## src/rtl/spindle_rate_encoder_pkg.sv

```systemverilog
// Shared constants and types for the spindle rate encoder and its float-to-integer front end.
package spindle_rate_encoder_pkg;

  localparam int          FP_BIAS     = 127;
  localparam logic [7:0]  FP_EXP_MAX  = 8'hFF;
  localparam logic [31:0] FP_100K     = 32'h47C3_5000;  // 100000.0
  localparam int          DEF_TICK_HZ = 1000000;
  localparam int          RATE_W      = 17;

  typedef enum logic [1:0] {
    ST_IDLE    = 2'd0,
    ST_RUN     = 2'd1,
    ST_REFRACT = 2'd2
  } enc_state_t;

  typedef struct packed {
    logic        sign;
    logic [7:0]  exp;
    logic [22:0] man;
  } fp32_t;

endpackage

```

## src/rtl/spindle_rate_encoder_if.sv

```systemverilog
// Rate-in / spike-out bundle between a spindle channel and its spike encoder.
interface spindle_rate_encoder_if
  import spindle_rate_encoder_pkg::*;
#(
  parameter int CNT_W = 16
) ();
  logic              enable;
  logic [31:0]       rate_in;
  logic              rate_valid;
  logic              tick_en;
  logic              spike;
  logic [CNT_W-1:0]  spike_count;
  logic [RATE_W-1:0] rate_q;
  logic              sat;
  logic              busy_refract;

  modport master (
    output enable, rate_in, rate_valid, tick_en,
    input  spike, spike_count, rate_q, sat, busy_refract
  );

  modport slave (
    input  enable, rate_in, rate_valid, tick_en,
    output spike, spike_count, rate_q, sat, busy_refract
  );
endinterface

```

## src/rtl/spindle_rate_encoder_float_to_uint_clamp.sv

```systemverilog
// Two-stage IEEE-754 single to unsigned integer converter with clamp and sticky saturation.
module float_to_uint_clamp
  import spindle_rate_encoder_pkg::*;
#(
  parameter int MAX_RATE = 100000,
  parameter int TICK_HZ  = DEF_TICK_HZ
) (
  input  logic              clk,
  input  logic              reset,
  input  logic              in_valid,
  input  logic [31:0]       in_word,
  output logic [RATE_W-1:0] out_val,
  output logic              sat
);

  localparam int LIMIT = (MAX_RATE < TICK_HZ) ? MAX_RATE : TICK_HZ;

  fp32_t             f;
  logic [7:0]        e8;
  logic [4:0]        shamt;
  logic [23:0]       shifted;
  logic [RATE_W-1:0] s1_val_c, s1_val;
  logic              s1_ovf_c, s1_ovf, s1_vld;

  assign f = fp32_t'(in_word);

  always_comb begin
    s1_val_c = '0;
    s1_ovf_c = 1'b0;
    e8       = f.exp - 8'(FP_BIAS);
    shamt    = 5'(8'd23 - e8);
    shifted  = {1'b1, f.man} >> shamt;
    // Negatives (including -inf and negative NaN) and sub-unity values all map to zero.
    if (f.sign) begin
      s1_val_c = '0;
    end else if (f.exp == FP_EXP_MAX) begin
      if (f.man == '0) begin
        s1_val_c = RATE_W'(MAX_RATE);
        s1_ovf_c = 1'b1;
      end
    end else if (f.exp < 8'(FP_BIAS)) begin
      s1_val_c = '0;
    end else if (e8 >= 8'd17) begin
      s1_val_c = RATE_W'(MAX_RATE);
      s1_ovf_c = 1'b1;
    end else begin
      s1_val_c = RATE_W'(shifted);
    end
  end

  always_ff @(posedge clk or posedge reset) begin
    if (reset) begin
      s1_vld <= 1'b0;
      s1_val <= '0;
      s1_ovf <= 1'b0;
    end else begin
      s1_vld <= in_valid;
      if (in_valid) begin
        s1_val <= s1_val_c;
        s1_ovf <= s1_ovf_c;
      end
    end
  end

  always_ff @(posedge clk or posedge reset) begin
    if (reset) begin
      out_val <= '0;
      sat     <= 1'b0;
    end else if (s1_vld) begin
      if (s1_val > RATE_W'(LIMIT)) begin
        out_val <= RATE_W'(LIMIT);
        sat     <= 1'b1;
      end else begin
        out_val <= s1_val;
      end
      if (s1_ovf) sat <= 1'b1;
    end
  end

endmodule

```

## src/rtl/spindle_rate_encoder.sv

```systemverilog
// Integrate-and-fire spike encoder: accumulates the converted rate each tick and fires on threshold.
module spindle_rate_encoder
  import spindle_rate_encoder_pkg::*;
#(
  parameter int TICK_HZ       = DEF_TICK_HZ,
  parameter int MAX_RATE      = 100000,
  parameter int REFRACT_TICKS = 0,
  parameter int CNT_W         = 16
) (
  input  logic                   clk,
  input  logic                   reset,
  spindle_rate_encoder_if.slave  bus
);

  localparam int          RC_W   = (REFRACT_TICKS > 0) ? $clog2(REFRACT_TICKS + 1) : 1;
  localparam logic [31:0] THRESH = 32'(TICK_HZ);

  enc_state_t        state, state_n;
  logic [31:0]       acc, acc_n, acc_sum;
  logic [RC_W-1:0]   rcnt, rcnt_n;
  logic              spike_r, spike_n;
  logic [CNT_W-1:0]  cnt, cnt_n;
  logic [RATE_W-1:0] rate_q;

  float_to_uint_clamp #(
    .MAX_RATE (MAX_RATE),
    .TICK_HZ  (TICK_HZ)
  ) u_conv (
    .clk      (clk),
    .reset    (reset),
    .in_valid (bus.rate_valid),
    .in_word  (bus.rate_in),
    .out_val  (rate_q),
    .sat      (bus.sat)
  );

  assign bus.rate_q       = rate_q;
  assign bus.spike        = spike_r;
  assign bus.spike_count  = cnt;
  assign bus.busy_refract = (state == ST_REFRACT);

  // rate_q never exceeds TICK_HZ and acc stays below it, so the sum cannot wrap.
  assign acc_sum = acc + 32'(rate_q);

  always_comb begin
    state_n = state;
    acc_n   = acc;
    rcnt_n  = rcnt;
    spike_n = 1'b0;
    cnt_n   = cnt;
    if (!bus.enable) begin
      state_n = ST_IDLE;
      acc_n   = '0;
      rcnt_n  = '0;
    end else begin
      case (state)
        ST_IDLE: begin
          acc_n   = '0;
          state_n = ST_RUN;
        end
        ST_RUN: begin
          if (bus.tick_en) begin
            if (acc_sum >= THRESH) begin
              spike_n = 1'b1;
              acc_n   = acc_sum - THRESH;
              cnt_n   = cnt + 1'b1;
              if (REFRACT_TICKS > 0) begin
                state_n = ST_REFRACT;
                rcnt_n  = RC_W'(REFRACT_TICKS);
              end
            end else begin
              acc_n = acc_sum;
            end
          end
        end
        ST_REFRACT: begin
          // Accumulator frozen; the tick that sees a count of one hands back to RUN.
          if (bus.tick_en) begin
            if (rcnt == RC_W'(1)) begin
              state_n = ST_RUN;
              rcnt_n  = '0;
            end else begin
              rcnt_n = rcnt - 1'b1;
            end
          end
        end
        default: begin
          state_n = ST_IDLE;
          acc_n   = '0;
          rcnt_n  = '0;
        end
      endcase
    end
  end

  always_ff @(posedge clk or posedge reset) begin
    if (reset) begin
      state   <= ST_IDLE;
      acc     <= '0;
      rcnt    <= '0;
      spike_r <= 1'b0;
      cnt     <= '0;
    end else begin
      state   <= state_n;
      acc     <= acc_n;
      rcnt    <= rcnt_n;
      spike_r <= spike_n;
      cnt     <= cnt_n;
    end
  end

endmodule

```

## src/flat_wrapper.sv

```systemverilog
// flat-port wrapper written by rule: the top's interface ports become plain ports
module spindle_rate_encoder_flat import spindle_rate_encoder_pkg::*;
#(
  parameter int TICK_HZ       = DEF_TICK_HZ,
  parameter int MAX_RATE      = 100000,
  parameter int REFRACT_TICKS = 0,
  parameter int CNT_W         = 16
)
  (clk, reset, bus_enable, bus_rate_in, bus_rate_valid, bus_tick_en, bus_spike, bus_spike_count, bus_rate_q, bus_sat, bus_busy_refract);
  spindle_rate_encoder_if #(.CNT_W(CNT_W)) bus_i ();
  input  logic clk;
  input  logic reset;
  input wire logic [$bits(bus_i.enable)-1:0] bus_enable;
  input wire logic [$bits(bus_i.rate_in)-1:0] bus_rate_in;
  input wire logic [$bits(bus_i.rate_valid)-1:0] bus_rate_valid;
  input wire logic [$bits(bus_i.tick_en)-1:0] bus_tick_en;
  output wire logic [$bits(bus_i.spike)-1:0] bus_spike;
  output wire logic [$bits(bus_i.spike_count)-1:0] bus_spike_count;
  output wire logic [$bits(bus_i.rate_q)-1:0] bus_rate_q;
  output wire logic [$bits(bus_i.sat)-1:0] bus_sat;
  output wire logic [$bits(bus_i.busy_refract)-1:0] bus_busy_refract;
  assign bus_i.enable = bus_enable;
  assign bus_i.rate_in = bus_rate_in;
  assign bus_i.rate_valid = bus_rate_valid;
  assign bus_i.tick_en = bus_tick_en;
  assign bus_spike = bus_i.spike;
  assign bus_spike_count = bus_i.spike_count;
  assign bus_rate_q = bus_i.rate_q;
  assign bus_sat = bus_i.sat;
  assign bus_busy_refract = bus_i.busy_refract;
  spindle_rate_encoder #(.TICK_HZ(TICK_HZ), .MAX_RATE(MAX_RATE), .REFRACT_TICKS(REFRACT_TICKS), .CNT_W(CNT_W)) u_core (.clk(clk), .reset(reset), .bus(bus_i));
endmodule
```

## config.mk

```make
export PLATFORM = sky130hd
export DESIGN_NAME = spindle_rate_encoder_flat
export DESIGN_NICKNAME = d
export VERILOG_FILES = /design/src/rtl/spindle_rate_encoder_pkg.sv /design/src/rtl/spindle_rate_encoder_if.sv /design/src/rtl/spindle_rate_encoder_float_to_uint_clamp.sv /design/src/rtl/spindle_rate_encoder.sv /design/src/flat_wrapper.sv
export SDC_FILE = /design/constraint.sdc
export NUM_CORES = 1
export LEC_CHECK = 0
export ABC_AREA = 1
export BUFFER_PORTS_ARGS = -buffer_cell sky130_fd_sc_hd__clkbuf_2
export CORE_MARGIN = 2
export CORE_UTILIZATION = 38
export DETAILED_ROUTE_END_ITERATION = 6
export GPL_ROUTABILITY_DRIVEN = 1
export GPL_TIMING_DRIVEN = 0
export PLACE_DENSITY = 0.64
export SLEW_MARGIN = 20
export SYNTH_ARGS = -nofsm -noshare
export SYNTH_HDL_FRONTEND = slang
export SYNTH_SLANG_ARGS = --single-unit
export TNS_END_PERCENT = 100
```

## constraint.sdc

```tcl
create_clock -name clk -period 4.5 [get_ports clk]
set_clock_uncertainty 0.2 [all_clocks]
set_input_delay 0.45 -clock clk [delete_from_list [all_inputs] [get_ports clk]]
set_output_delay 0.45 -clock clk [all_outputs]
set_load 0.1 [all_outputs]
```

==> results.py <==
metrics = {
    "routing": {
        "drc": 0,
        "avgViaCountPerCell": 5.04,
        "met3_length_mm": 1.05,
        "via_count": 8096,
        "dr_wl_met2_mm": 10.7,
        "wl_met1_mm": 10.9,
        "highest_layer": "met4",
        "drt_first_pass_iters": 5,
        "first_iter_violations": 566,
        "totalWireLength_mm": 23.1,
        "antenna_left": 0,
        "wl_per_cell_um": 14.4,
    },
    "place": {
        "gp_congestion": 0.945,
        "port_buffers": 71,
        "hpwl_mm": 18.8,
    },
    "clock_network": {
        "cts_tree": "yes",
        "cts_resized": 0,
        "clock_latency_ns": 0.36,
        "cts.sinks": 87,
        "clock_tree.root_cell": "clkbuf_16",
        "cts_setup_buffers": 0,
        "htree_levels": 3,
        "clock_path_buffers": 2,
        "cts_buffers": 9,
        "holdBufCountCts": 1,
        "clk_pin_slew_ns": 0.08,
    },
    "min_path": {
        "min_path_type": "input port to flop",
        "hp-start": "bus_rate_valid",
        "hold_end": "u_core.u_conv.s1_vld",
        "hold_path_depth": 1,
    },
    "power_and_ir_drop": {
        "ir_worst_vdd_uv": 179,
        "p_per_area_mw_per_mm2": 236,
        "p_leak_uw": 0.00456,
    },
    "timing": {
        "worst_pin_slew_ns": 0.691,
        "setup_viol": 0,
        "fmax_mhz": 256,
        "finalCritPeriodShare": 0.869,
        "hold_viol": 0,
        "grt_setup_unrepaired": "no",
        "max-slew-margin-rel": 0.537,
        "maxSlewViolCount": 0,
        "finalCriticalPeriod_ns": 3.91,
        "tns_ns": 0,
    },
    "logic_synthesis": {
        "synth_fp_nets": 1307,
        "yosys_warnings": 0,
        "avgSynthCellArea_um2": 6.20,
        "yosysUniqueCellTypes": 48,
        "synth_top_family_by_area": "simple AND/OR/NAND/NOR gates",
        "synth_compound_area_frac": 0.124,
        "synth-simple-area-share": 0.407,
        "syn_inst": 1246,
        "syn-cell-area_mm2": 0.00772,
        "synth_sequential_area_ratio": 0.282,
        "yosys_register_bits": 87,
        "synthMuxAreaShare": 0.0146,
        "synth-adder-area-share": 0.0399,
        "synth_xor_area_frac": 0.0225,
    },
    "grt": {
        "antenna_found_initial": 0,
        "grt_pass1_wl_mm": 38.3,
        "grt.total_usage": 0.221,
        "grt_overflow": 0,
        "grt_pass1_vias": 7738,
        "grt_max_degree": 76,
    },
    "finish": {
        "fin_util": 0.436,
        "num_antenna_cells": 0,
        "final_cell_mix": "nand2_1, inv_1, nand3_1",
        "area_growth_pct": 13.4,
        "nFillCells": 2161,
        "drive_above_1_share": 0.122,
        "fin_nets": 1391,
        "final_common_cell": "nand2_1",
    },
    "floorplanning": {
        "initial_utilization": 0.384,
        "die_h_um": 147,
        "row_count": 52,
        "pin_count": 73,
        "die_width_um": 147,
        "core-area_mm2": 0.0201,
        "die_area_mm2": 0.0215,
    },
    "setup_path": {
        "start_kind": "flop",
        "slowest_delay_ns": 0.46,
        "reg2reg_to": "u_core.acc[25]",
        "cp_max_fo": 10,
        "cp.arrival_ns": 4.01,
        "critPathBufInv": 2,
        "cp_common_cell": "nand3_1",
        "cp_top_family": "simple AND/OR/NAND/NOR gates",
        "cp_data_required_time_ns": 4.60,
        "rrSetupSlack_ns": 0.59,
        "slowest_stage": "fa_1",
        "reg2reg_from": "u_core.u_conv.out_val[0]",
        "worstSetupPathType": "flop to flop",
        "crit_chain": "ha_1 > fa_1 > nand3_1 > nand3_1 > nand2_1 > nand2_1 > nand2_1 > nand2_1 > inv_1 > ha_1 > nand3_1 > nor2_1 > nand3_1 > nor2_1 > nand3_1 > nand3_1 > nand2_4 > nand2_8 > buf_4 > nand3_1 > nand2_1 > nand3_1 > nand2_1",
        "ff2ff_path_depth": 23,
        "endpoint_kind": "flop",
    },
    "run": {
        "cap_violations": 0,
    },
    "run_status": {
        "outcome": "completed",
    },
}
sequential cells by signal (all words and copies together) (netlist names):
signal / count
u_core.u_conv.sat: 1
u_core.u_conv.s1_val: 17
u_core.bus.spike_count: 16
u_core.u_conv.out_val: 17
u_core.acc: 32
u_core.u_conv.s1_ovf: 1
u_core.state: 1
u_core.bus.spike: 1
u_core.u_conv.s1_vld: 1
how the worst max path moves through the flow:
stage	startpoint	cells past startpoint	end
after CTS	u_core.u_conv.out_val[0]	23	u_core.acc[25]
after detailed placement	u_core.u_conv.out_val[0]	22	u_core.acc[29]
after global routing	u_core.u_conv.out_val[3]	18	u_core.acc[26]
final	u_core.u_conv.out_val[0]	23	u_core.acc[25]
after floorplan	u_core.u_conv.out_val[0]	19	u_core.bus.spike_count[2]
after global placement	reset	2	u_core.acc[3]
layout make-up:
class	instances	area, um2	share of cell area
Clock inverter	6	72.6	0.00828
Sequential cell	87	2180	0.249
Inverter	188	711	0.0811
Buffer	31	140	0.0160
Tap cell	270	338	0.0386
Timing Repair Buffer	73	393	0.0449
Multi-Input combinational cell	940	4700	0.536
Clock buffer	10	229	0.0261
where the power goes:
group          internal [uW]  switching (uW)
Combinational            124             332
Clock                    440             351
Sequential               801            18.1
cells by family (layout without fill, tap and decap cells):
family                   count (synthesis)  after routing
AND/OR/NAND/NOR                        712            712
buffers and inverters                  219            308
flip-flops                              87             87
XOR/XNOR                                19             19
adder cells (fa/ha/maj)                 24             24
multiplexers                            11             11
other                                    1              1
AO/OA/AOI/OAI                          173            173
cells in the mapped netlist (all sizes together):
cell	instances	area, um2
buf	10	61.3
a32oi	1	8.76
nor2	106	482
nand4	29	181
a221o	1	10.0
nand3b	5	37.5
o21ai	100	500
a31oi	6	37.5
inv	188	706
dfrtp	87	2180
a22o	2	17.5
conb	1	3.75
fa	1	20.0
a31o	1	8.76
nand3	117	616
nor4	9	56.3
and2	1	6.26
o22ai	10	62.6
nor3	11	60.1
xnor2	8	70.1
clkbuf	21	78.8
o311ai	2	17.5
o211ai	11	82.6
a21boi	1	7.51
o21a	1	7.51
a21o	1	7.51
xor2	11	104
a221oi	1	8.76
mux2	2	22.5
o31ai	1	7.51
a21oi	34	170
nand2	434	1710
ha	23	288
mux2i	9	90.1
metrics by stage:
step           instances  worst slack (ns)  hold WS [ns]  cell area (um2)  power (uW)
6_report            1605             0.591        0.0787             8760        2070
5_1_grt             1605             0.321        0.0808             8760        2160
4_1_cts             1605             0.601        0.0720             8760        2070
3_5_place_dp        1588             0.620         0.175             8450        1280
3_3_place_gp        1587             0.376         0.253             8420        1280
2_1_floorplan       1246             0.692         0.253             7720        1150
routing by layer:
layer / global-route usage / up-vias
li1: - / 4191
met4: 0.0650 / 0
met3: 0.0228 / 29
met5: 0 / -
met1: 0.300 / 3667
met2: 0.375 / 209
Power figures use the tool's default switching activity.
